`config.mk`:
```
export PLATFORM = sky130hd
export DESIGN_NAME = cache_victim_sel
export DESIGN_NICKNAME = d
export VERILOG_FILES = /design/src/rtl/cache_victim_sel_pkg.sv /design/src/rtl/cache_victim_sel_lfsr.sv /design/src/rtl/cache_victim_sel.sv
export SDC_FILE = /design/constraint.sdc
export NUM_CORES = 1
export LEC_CHECK = 0
export BUFFER_PORTS_ARGS = -buffer_cell sky130_fd_sc_hd__buf_2
export CORE_MARGIN = 5
export CORE_UTILIZATION = 40
export CTS_CLUSTER_SIZE = 8
export DETAILED_ROUTE_END_ITERATION = 10
export GPL_TIMING_DRIVEN = 0
export PLACE_DENSITY_LB_ADDON = 0.12
export SLEW_MARGIN = 10
export SYNTH_ARGS = -nofsm -noshare
export SYNTH_HDL_FRONTEND = slang
export SYNTH_HIERARCHICAL = 1
export SYNTH_SLANG_ARGS = --single-unit
```
`constraint.sdc`:
```
create_clock -name clk -period 3.3 [get_ports clk]
set_input_delay 0.495 -clock clk [delete_from_list [all_inputs] [get_ports clk]]
set_output_delay 0.495 -clock clk [all_outputs]
set_load 0.05 [all_outputs]
```
`src/rtl/cache_victim_sel_pkg.sv`:
```
// Shared definitions for the cache replacement-way selector: FSM state
// encoding and default LFSR tap masks / seeds for the supported widths.
package cache_victim_sel_pkg;

    typedef enum logic [1:0] {
        ST_IDLE = 2'd0,
        ST_SCAN = 2'd1,
        ST_RESP = 2'd2
    } sel_state_t;

    // Tap masks for a shift-left Fibonacci LFSR whose feedback enters bit 0.
    localparam logic [3:0] LFSR4_TAPS = 4'hC;
    localparam logic [3:0] LFSR4_SEED = 4'h1;
    localparam logic [7:0] LFSR8_TAPS = 8'h8E;
    localparam logic [7:0] LFSR8_SEED = 8'h01;

endpackage

```
`src/rtl/cache_victim_sel_lfsr.sv`:
```
// Free-running Fibonacci LFSR used as the random start-way source.
// Only the low OUT_W bits are exported; the full state stays internal.
module victim_lfsr #(
    parameter int                  WIDTH = 8,
    parameter logic [WIDTH-1:0]    TAPS  = 8'h8E,
    parameter logic [WIDTH-1:0]    SEED  = 8'h01,
    parameter int                  OUT_W = 2
) (
    input  logic             clk,
    input  logic             reset,
    output logic [OUT_W-1:0] value
);

    logic [WIDTH-1:0] lfsr_reg;
    logic [WIDTH-1:0] lfsr_next;

    always_comb begin
        lfsr_next = {lfsr_reg[WIDTH-2:0], ^(lfsr_reg & TAPS)};
    end

    always_ff @(posedge clk or posedge reset) begin
        if (reset) begin
            lfsr_reg <= SEED;
        end else begin
            lfsr_reg <= lfsr_next;
        end
    end

    assign value = lfsr_reg[OUT_W-1:0];

endmodule

```
`src/rtl/cache_victim_sel.sv`:
```
// Replacement-way selector: prefers the lowest empty way, otherwise scans
// forward from an LFSR-chosen start way, one way per cycle, skipping locks.
module cache_victim_sel
    import cache_victim_sel_pkg::*;
#(
    parameter int                      WAYS       = 4,
    parameter int                      LFSR_WIDTH = 8,
    parameter logic [LFSR_WIDTH-1:0]   LFSR_TAPS  = LFSR8_TAPS,
    parameter logic [LFSR_WIDTH-1:0]   SEED       = LFSR8_SEED,
    localparam int                     WAY_W      = $clog2(WAYS)
) (
    input  logic             clk,
    input  logic             reset,
    input  logic             req_valid,
    output logic             req_ready,
    input  logic [WAYS-1:0]  req_valid_mask,
    input  logic [WAYS-1:0]  req_lock_mask,
    output logic             resp_valid,
    input  logic             resp_ready,
    output logic [WAY_W-1:0] resp_way,
    output logic [WAYS-1:0]  resp_way_1h,
    output logic             resp_no_victim,
    output logic             resp_was_invalid
);

    sel_state_t       state_reg, state_next;
    logic [WAYS-1:0]  valid_reg, lock_reg;
    logic [WAY_W-1:0] ptr_reg, ptr_next;
    logic [WAY_W-1:0] tried_reg, tried_next;
    logic             accept;

    logic [WAY_W-1:0] way_reg, way_next;
    logic [WAYS-1:0]  way_1h_reg, way_1h_next;
    logic             no_victim_reg, no_victim_next;
    logic             was_invalid_reg, was_invalid_next;
    logic             resp_load;

    logic [WAY_W-1:0] start_way;
    logic [WAY_W-1:0] first_invalid;
    logic             any_invalid;

    victim_lfsr #(
        .WIDTH (LFSR_WIDTH),
        .TAPS  (LFSR_TAPS),
        .SEED  (SEED),
        .OUT_W (WAY_W)
    ) u_lfsr (
        .clk   (clk),
        .reset (reset),
        .value (start_way)
    );

    // Descending loop so the lowest-index empty way wins.
    always_comb begin
        first_invalid = '0;
        for (int i = WAYS - 1; i >= 0; i--) begin
            if (!valid_reg[i]) begin
                first_invalid = WAY_W'(i);
            end
        end
    end

    assign any_invalid = ~&valid_reg;

    always_comb begin
        state_next       = state_reg;
        ptr_next         = ptr_reg;
        tried_next       = tried_reg;
        accept           = 1'b0;
        resp_load        = 1'b0;
        way_next         = way_reg;
        no_victim_next   = no_victim_reg;
        was_invalid_next = was_invalid_reg;
        req_ready        = 1'b0;

        case (state_reg)
            ST_SCAN: begin
                if (any_invalid) begin
                    resp_load        = 1'b1;
                    way_next         = first_invalid;
                    no_victim_next   = 1'b0;
                    was_invalid_next = 1'b1;
                    state_next       = ST_RESP;
                end else if (!lock_reg[ptr_reg]) begin
                    resp_load        = 1'b1;
                    way_next         = ptr_reg;
                    no_victim_next   = 1'b0;
                    was_invalid_next = 1'b0;
                    state_next       = ST_RESP;
                end else if (tried_reg == WAY_W'(WAYS - 1)) begin
                    resp_load        = 1'b1;
                    way_next         = '0;
                    no_victim_next   = 1'b1;
                    was_invalid_next = 1'b0;
                    state_next       = ST_RESP;
                end else begin
                    ptr_next   = ptr_reg + 1'b1;
                    tried_next = tried_reg + 1'b1;
                end
            end
            ST_RESP: begin
                if (resp_ready) begin
                    state_next = ST_IDLE;
                end
            end
            default: begin
                // Covers IDLE and the unreachable encoding 3.
                req_ready = 1'b1;
                if (req_valid) begin
                    accept     = 1'b1;
                    ptr_next   = start_way;
                    tried_next = '0;
                    state_next = ST_SCAN;
                end
            end
        endcase
    end

    for (genvar gi = 0; gi < WAYS; gi++) begin : g_onehot
        assign way_1h_next[gi] = !no_victim_next && (way_next == WAY_W'(gi));
    end

    always_ff @(posedge clk or posedge reset) begin
        if (reset) begin
            state_reg <= ST_IDLE;
            valid_reg <= '0;
            lock_reg  <= '0;
            ptr_reg   <= '0;
            tried_reg <= '0;
        end else begin
            state_reg <= state_next;
            ptr_reg   <= ptr_next;
            tried_reg <= tried_next;
            if (accept) begin
                valid_reg <= req_valid_mask;
                lock_reg  <= req_lock_mask;
            end
        end
    end

    // Response fields load only when a decision is made, so they hold through RESP.
    always_ff @(posedge clk or posedge reset) begin
        if (reset) begin
            way_reg         <= '0;
            way_1h_reg      <= '0;
            no_victim_reg   <= 1'b0;
            was_invalid_reg <= 1'b0;
        end else if (resp_load) begin
            way_reg         <= way_next;
            way_1h_reg      <= way_1h_next;
            no_victim_reg   <= no_victim_next;
            was_invalid_reg <= was_invalid_next;
        end
    end

    assign resp_valid       = (state_reg == ST_RESP);
    assign resp_way         = way_reg;
    assign resp_way_1h      = way_1h_reg;
    assign resp_no_victim   = no_victim_reg;
    assign resp_was_invalid = was_invalid_reg;

endmodule

```
Yosys cells after proc, flatten, opt, wreduce, memory -nomap -nowiden
Index checks and enable logic that the tools add are counted.

word-level totals
  register bits = 30
  logic and storage cells = 80
  bits of input ports = 12

cells by class
  multiplexer cells = 40
  bitwise logic cells = 1
  eq/ne operators = 12
  reductions and logical operators = 14
  add/sub/neg operators = 2
  order comparisons = 1

operators with widths
  cell                                                   count
  2-to-1 mux 2 bit                                       21
  2-to-1 mux 1 bit                                       15
  one-hot mux 2 bit (2 select lines)                     3
  == test 2 bit, second input constant                   4
  XOR reduction 8 bit                                    1
  inequality test 2 bit, second input constant           3
  AND reduction 3 bit                                    2
  AND reduction 5 bit                                    1
  adder 2 x 1 -> 2 bit, second input constant            2
  == test 2 x 1 -> 1 bit, second input constant          2
  logical AND 1 bit                                      4
  inequality test 4 bit, second input constant           1
  AND reduction 4 bit                                    1
  < comparator 2 x 3 -> 1 bit, second input constant     1
  inequality test 3 x 2 -> 1 bit, second input constant  1
  nonzero test 3 bit                                     1
  binary-select mux 1 bit (select 2 bit)                 1
  zero test 2 bit                                        1
  inequality test 2 x 1 -> 1 bit, second input constant  1
  nonzero test 2 bit                                     1
  OR reduction 2 bit                                     1
  zero test 1 bit                                        1
  NOT 1 bit                                              1

Logic depth before layout (Yosys ltp)
Gate-level depths: netlist of run 1.

  word-level depth = 8
  mapped depth = 8
  gate-level depth less buffers = 7

Cells and area by module
The synthesis of run 1 kept the hierarchy.

by module, submodules not included
  module            sequential area each (um2)  instances  cells an instance  area an instance (um2)
  cache_victim_sel  550.5                       1          116                1199.9
  victim_lfsr       201.4                       1          14                 246.5

Worst setup path after synthesis of run 1
OpenSTA, ideal clock, no wires.

  path kind = reg-to-reg
  from = register ptr_reg[0]
  to = register way_1h_reg[2] (netlist: resp_way_1h[2])
  cell stages (with the launch flop) = 6
  path buffers = 1
  setup slack = 1.456 ns
  clock period less this slack = 1.844 ns
  required time = 3.178 ns
  arrival = 1.722 ns
  setup time = 0.122 ns
  cells stage by stage = dfrtp_1 -> buf_6 -> mux4_2 -> nor2b_4 -> a311o_1 -> a32o_1

on the way
  cells in the longest elaborated chain, start to end = 7
  elaborated cells between the ends (all ways) = 14

ends and longest elaborated chain
  item                                                         RTL line                 source
  from (decl)                                                  cache_victim_sel.sv:28   logic [WAY_W-1:0] ptr_reg, ptr_next;
  from (signal assigned)                                       cache_victim_sel.sv:132  ptr_reg <= ptr_next;
  binary-select mux 1 bit (select 2 bit)                       cache_victim_sel.sv:84   end else if (!lock_reg[ptr_reg]) begin
  2-to-1 mux 1 bit (not written as such)                       cache_victim_sel.sv:84
  2-to-1 mux 2 bit / 2-to-1 mux 1 bit (equally long branches)  cache_victim_sel.sv:84
  2-to-1 mux 2 bit / 2-to-1 mux 1 bit (equally long branches)  cache_victim_sel.sv:78   if (any_invalid) begin
  2-to-1 mux 2 bit / 2-to-1 mux 1 bit (equally long branches)  cache_victim_sel.sv:76   case (state_reg)
  == test 2 bit / zero test 1 bit (equally long branches)      cache_victim_sel.sv:120  assign way_1h_next[gi] = !no_victim_next && (way_next == WAY_W'(gi));
  logical AND 1 bit                                            cache_victim_sel.sv:120
  to (signal assigned)                                         cache_victim_sel.sv:150  way_1h_reg <= way_1h_next;
  to (decl)                                                    cache_victim_sel.sv:33   logic [WAYS-1:0] way_1h_reg, way_1h_next;

Several ways; a longest one is shown, not always the timed one. The select of a mux whose other input is x is not followed.
A chain may end at the register's enable or synchronous reset.

Final worst setup path of run 1
  from = register tried_reg[0]
  to = register way_1h_reg[1] (netlist: resp_way_1h[1])

on the way
  cells in the longest elaborated chain, start to end = 7
  elaborated cells between the ends (all ways) = 16

ends and longest elaborated chain
  item                                                              RTL line                 source
  from (decl)                                                       cache_victim_sel.sv:29   logic [WAY_W-1:0] tried_reg, tried_next;
  from (signal assigned)                                            cache_victim_sel.sv:133  tried_reg <= tried_next;
  == test 2 bit (*)                                                 cache_victim_sel.sv:90   end else if (tried_reg == WAY_W'(WAYS - 1)) begin
  2-to-1 mux 2 bit / 2-to-1 mux 1 bit (equally long branches)       cache_victim_sel.sv:90
  2-to-1 mux 2 bit / 2-to-1 mux 1 bit (equally long branches)       cache_victim_sel.sv:84
  2-to-1 mux 2 bit / 2-to-1 mux 1 bit (equally long branches)       cache_victim_sel.sv:78
  2-to-1 mux 2 bit / 2-to-1 mux 1 bit (equally long branches)       cache_victim_sel.sv:76
  == test 2 x 1 -> 1 bit / zero test 1 bit (equally long branches)  cache_victim_sel.sv:120
  logical AND 1 bit                                                 cache_victim_sel.sv:120

Every way passes the cells marked *; elsewhere a longest branch is shown, timed or not.

==> metrics.cfg, run 1 <==
[outcome]
status=completed

[route]
drc=0
drtAntennaViolNets=0
dr_total_vias=1067
viasPerCell=5.230
first_pass_iters=4
drt_first_iter_violations=37
wl_per_cell_um=13.47
routed_wirelength_um=2748

[layout]
fill_cells=337
antenna_cells=0
drive_gt1_frac=0.2911
largest_register_ffs=8
synthToLayoutAreaGrowth_pct=14.53
nNetsFinal=174

[setup_path]
crit_type=reg2reg
required_ns=3.54
cp_slowest_cell=or3b_2
cp_top_family=simple AND/OR/NAND/NOR gates
cp_max_fo=5
critPathBufInv=0
cp-start-kind=flop
cp-end-kind=flop
max_stage_delay_ns=0.44
worstPathCellList=ha_1 -> nand2b_1 -> or3b_2 -> a31oi_1 -> o21ai_0 -> o31ai_1
cp.arrival_ns=2.24

[global_routing]
first_global_vias=1080
grt_antenna_before_repair=0
grt_pass1_wl_um=5099
gr-usage-all-layers=0.1316
grt_overflow=0
grt_max_degree=23

[cts]
postCtsSetupBuffers=0
ctsHoldBuffers=0
cts_tree=yes
clkLatencyLatePin_ns=0.33
cts_num_sinks=30
htreeDepth=2
ctsResizeCount=0
clk_pin_slew_ns=0.10
numCtsBuffers=5
clock_path_buffers=2
cts-root-buf=clkbuf_4

[die]
die_x_um=70.13
die-area_um2=4918
coreArea_um2=3416
dieHeight_um=70.13
core.rowCount=21
io_pins=22
start_util=0.4234

[synth]
synth-main-ff-cell=dfrtp_1
syn-cell-area_um2=1446
netlist_top_cells_area=dfrtp_1 50%, mux2_2 7.8%, nand2_1 4.2%
synthSimpleGateAreaFrac=0.1263
synth_edf_count=0
synth_top_family_by_area=compound AO/OA/AOI/OAI gates
yosysTopAreaCell=dfrtp_1
async_flop_share=1.000
synthTopCellsByCount=29 x dfrtp_1, 16 x nand2_1, 10 x mux2_2
synth_nets=146
synth_fa_ha_area_frac=0.03460
synth-seq-cells=30
ys_seq_area_frac=0.5199
syn_inst=130
synth_cell_types=39
muxShareOfSynthArea=0.1142
synth_most_common_cell=dfrtp_1
avgSynthCellArea_um2=11.13
synth-xor-area-share=0.01817
synth_top_area_frac=0.5017
yosysWarnings=6
synth-compound-area-share=0.1401

[power_and_ir_drop]
peakVddDrop_v=0.0003453
p_per_area_nw_per_um2=1030
power.leakage_nw=0.7999
power_w=0.001705

[sta]
min_period_ns=1.995
setup_viol=0
timing.hold.ws_ns=0.09446
relSlewSlack=0.4340
rsz0062_at_grt=false
slew_violations=0
setup_tns_ns=0
post-route-period-util=0.6046
tightest_slew_ns=0.8480
fin_worst_skew_ns=0.008193
hold_viol_final=0
fmax_mhz=501.2

[placed_design]
numPortBuffers=21
gp_congestion=0.7414
dp_hpwl_um=2068

[run]
drv_cap=0

[min_path]
hp-class=in2async

==> metrics by stage <==
step	util	cells	worst slack (ns)	instance area (um2)
floorplan	-	130	1.456	1446
global placement	0.4711	197	1.328	1609
detailed placement	0.4711	197	1.300	1609
CTS	0.4850	204	1.288	1657
global route	0.4850	204	1.189	1657
finish	0.4850	204	1.305	1657
==> layer usage <==
layer,global-route usage,part of all wire,vias to the layer above
li1,-,-,510
met1,0.1742,0.49,532
met2,0.1931,0.45,21
met3,0.05165,0.051,4
met4,0.05106,0.013,0
met5,0,0,-
==> power breakdown <==
group	leakage [nW]	switching (W)	internal, W
clock	0.0308	0.000124	0.0000764
combinational	0.390	0.000565	0.000346
sequential	0.379	0.0000964	0.000498
==> final cells by class <==
type	instances	area, um2	area share
Inverter	8	30.03	0.01813
Tap cell	46	57.56	0.03474
Sequential cell	30	752.0	0.4539
Clock buffer	5	37.54	0.02266
Timing Repair Buffer	21	105.1	0.06344
Clock inverter	2	10.01	0.006042
Buffer	6	37.54	0.02266
Multi-Input combinational cell	86	626.9	0.3784
==> path summary, 6_finish.rpt <==
| check | start | endpoint | slack [ns] | depth (start not counted) |
|---|---|---|---|---|
| min in group clk | u_lfsr/lfsr_reg[6]$_DFF_PP0_ | u_lfsr/lfsr_reg[7]$_DFF_PP0_ | 0.35 | 0 |
| worst max-delay path | tried_reg[0]$_DFFE_PP0P_ | resp_way_1h[1]$_DFFE_PP0P_ | 1.30 | 6 |
| worst min-delay path | reset | u_lfsr/lfsr_reg[7]$_DFF_PP0_ | 0.09 | 2 |
| worst min register to register | u_lfsr/lfsr_reg[6]$_DFF_PP0_ | u_lfsr/lfsr_reg[7]$_DFF_PP0_ | 0.35 | 0 |
| worst max register to register | tried_reg[0]$_DFFE_PP0P_ | resp_way_1h[1]$_DFFE_PP0P_ | 1.30 | 6 |
| max in group asynchronous | reset | valid_reg[1]$_DFFE_PP0P_ | 2.44 | 2 |
==> cell families (layout without fill, tap and decap cells) <==
kind of cell / Yosys count / count (layout)
XOR/XNOR: 3 / 3
flip-flops: 30 / 30
AO/OA/AOI/OAI: 29 / 29
adder cells (fa/ha/maj): 4 / 4
multiplexers: 14 / 14
AND/OR/NAND/NOR: 36 / 36
buffers and inverters: 14 / 42
==> worst reg2reg max path: cells and delay by family (launching register included) <==
family | cells | cell delay (ns)
adder cells (fa/ha/maj) | 1 | 0.31
AND/OR/NAND/NOR | 2 | 0.66
AO/OA/AOI/OAI | 3 | 0.54
flip-flops | 1 | 0.42
==> placed cells by master (no fill, tap or decap), types with 2 or more instances in the layout <==
cell and instances:
buf_2 21, ha_1 4, a32o_1 2, xnor2_1 2, inv_1 8, nor2b_1 2, nand2_1 16, mux2_2 10
buf_4 2, dfrtp_1 29, a31oi_1 2, mux2i_1 3, nor2_1 6, clkbuf_4 5, nand2b_1 2, a21oi_1 6
a21o_1 3, nor3b_1 2, o21ai_0 6, o31ai_1 2, clkinv_2 2, clkbuf_1 3
Note: power is estimated with default switching activity, not from simulation.
==> run 2, diff against run 1 <==
Settings changed: ABC_AREA set to 1.
Clock period 3.3 ns to 1.74 ns, I/O delays scaled along.
==> run 2 against run 1 <==
  * Critical path depth fell by 2
  * Largest cell class unchanged
  * Count of clock-buffer cells in the layout rose by 3
  * Clock power rose to 2.6 times the previous value
  * Register-to-register slack got worse by 1.2 ns
  * Sequential power rose by 87%
  * Area after synthesis rose by 4.8%
  * Critical path type unchanged
  * Critical endpoint is now valid_reg[0]$_DFFE_PP0P_
  * Routed wire length rose by 1.3%
  * Highest routed layer unchanged
  * Combinational power rose by 110%
  * Via count rose by 3.2%
==> metrics.cfg, run 2 <==
[placed_design]
post_dp_cell_area_um2=1684
gp_congestion=0.7720
pre_cts_slack_ns=-0.05663
numPortBuffers=21
dp_hpwl_um=2110

[sta]
setup_ws_ns=0.1362
relSlewSlack=0.4352
min_period_ns=1.604
slew_violations=0
fin_worst_skew_ns=0.004736
tightest_slew_ns=0.8462
fmax_mhz=623.5
setup_viol=0
hold_viol_final=0
post-route-period-util=0.9217

[layout]
final_area_um2=1784
fill_cells=358
nNetsFinal=210
ff_latch_area_um2=752.0
multi_input_comb_area_um2=664.4
largest_register_ffs=8
synthToLayoutAreaGrowth_pct=17.66
fin_util=0.4874
final_cell_mix=43 x nand2_1, 29 x dfrtp_1, 21 x buf_2
drive_gt1_frac=0.3179
final_common_cell=nand2_1
antenna_cells=0

[cts]
htreeDepth=2
clk_pin_slew_ns=0.06
cts_tree=yes
clock_path_buffers=2
numCtsBuffers=5
cts-root-buf=clkbuf_8
clkLatencyLatePin_ns=0.28
cts_num_sinks=30

[route]
wl_met1_um=1286
viasPerCell=4.531
dr_total_vias=1101
wl_per_cell_um=11.46
drt_first_iter_violations=43
drc=0
routed_wirelength_um=2784
met2_length_um=1246
drtAntennaViolNets=0
first_pass_iters=4
dr_wl_met3_um=188
highest-signal-layer=met4

[synth]
avgSynthCellArea_um2=9.135
synth-seq-cells=30
synth_most_common_cell=nand2_1
yosysTopAreaCell=dfrtp_1
synth-main-ff-cell=dfrtp_1
synthTopCellsByCount=43 x nand2_1, 29 x dfrtp_1, 20 x inv_1
async_flop_share=1.000
ys_seq_area_frac=0.4959
synth_edf_count=0
yosysWarnings=6
netlist_top_cells_area=dfrtp_1 48%, nand2_1 11%, inv_1 5.0%
synth_nets=182
synth_cell_types=29
synth_top_area_frac=0.4785
syn_inst=166
syn-cell-area_um2=1516

[global_routing]
grt_pass1_wl_um=5195
grt_overflow=0
first_global_vias=1160
grt_max_degree=23
gr-usage-all-layers=0.1300
grt_antenna_before_repair=0

[die]
core.rowCount=22
die_x_um=71.57
io_pins=22
coreArea_um2=3661
start_util=0.4142
dieHeight_um=71.57
die-area_um2=5122

[power_and_ir_drop]
p_per_area_nw_per_um2=1989
power.leakage_nw=0.9074
peakVddDrop_v=0.0008679
power_w=0.003549

[setup_path]
max_stage_delay_ns=0.39
rrSetupSlack_ns=0.14
cp.arrival_ns=1.77
cp-end-kind=flop
cp_slowest_cell=mux2_2
cp-start-kind=flop
worstPathCellList=inv_1 -> ha_2 -> nand2_1 -> mux2_2
required_ns=1.90
cp_max_fo=11
crit_type=reg2reg

[outcome]
status=completed

[run]
drv_cap=0

[min_path]
hp-class=in2reg

run 2: through the flow:
| step | TNS, ns | hold slack [ns] | std cells |
|---|---|---|---|
| floorplan | 0 | 0.07594 | 166 |
| global placement | -0.04533 | 0.2130 | 235 |
| detailed placement | -0.2031 | 0.2233 | 235 |
| CTS | 0 | 0.1990 | 243 |
| global route | -0.009967 | 0.2024 | 243 |
| finish | 0 | 0.2131 | 243 |
run 2: routing by layer:
layer / GRT usage / vias up
met3: 0.05189 / 7
met4: 0.05428 / 0
met1: 0.1584 / 500
met5: 0 / -
met2: 0.2041 / 23
li1: - / 571
run 2: critical path: cells and delay by family (launching register included):
| family | cells | cell delay [ns] |
|---|---|---|
| simple gates | 1 | 0.33 |
| mux | 1 | 0.39 |
| flops | 1 | 0.38 |
| fa+ha+maj | 1 | 0.29 |
| buf+inv | 1 | 0.10 |
run 2: cells by family (layout without fill, tap and decap cells):
group,Yosys count,in the layout,share of synthesized area
compound gates,24,24,0.09984
mux,5,5,0.03713
simple gates,74,74,0.2475
flops,30,30,0.4959
xor+xnor,2,2,0.01155
fa+ha+maj,4,4,0.03300
buf+inv,27,56,0.07508
run 2: timing repair:
| item | CTS | global route |
|---|---|---|
| buffers inserted | 0 | 0 |
| hold buffers | 1 | 0 |
| setup endpoints to repair | 4 | 5 |
| gates resized for setup | 0 | 3 |
| hold endpoints to repair | 7 | 0 |
run 2: layout make-up:
type                            count  area share
Multi-Input combinational cell    109      0.3724
Buffer                              4     0.01683
Sequential cell                    30      0.4215
Clock buffer                        8     0.04488
Timing Repair Buffer               22     0.06452
Inverter                           22     0.04628
Tap cell                           48     0.03366
run 2: path summary, 6_finish.rpt:
kind                                               from                            to  cells after the start
setup / recovery               state_reg[0]$_DFFE_PP0P_      valid_reg[0]$_DFFE_PP0P_                      4
hold / removal                        req_valid_mask[1]      valid_reg[1]$_DFFE_PP0P_                      2
setup reg to reg               state_reg[0]$_DFFE_PP0P_      valid_reg[0]$_DFFE_PP0P_                      4
hold reg to reg            u_lfsr/lfsr_reg[6]$_DFF_PP0_  u_lfsr/lfsr_reg[7]$_DFF_PP0_                      0
max in group asynchronous                         reset    resp_way_1h[0]$_DFFE_PP0P_                      3
min in group asynchronous                         reset  u_lfsr/lfsr_reg[3]$_DFF_PP0_                      3
run 2: report_power, final:
group	switching, W	internal [W]
logic	0.00127	0.000641
clock network	0.000245	0.000283
registers	0.000173	0.000938
total	0.00169	0.00186
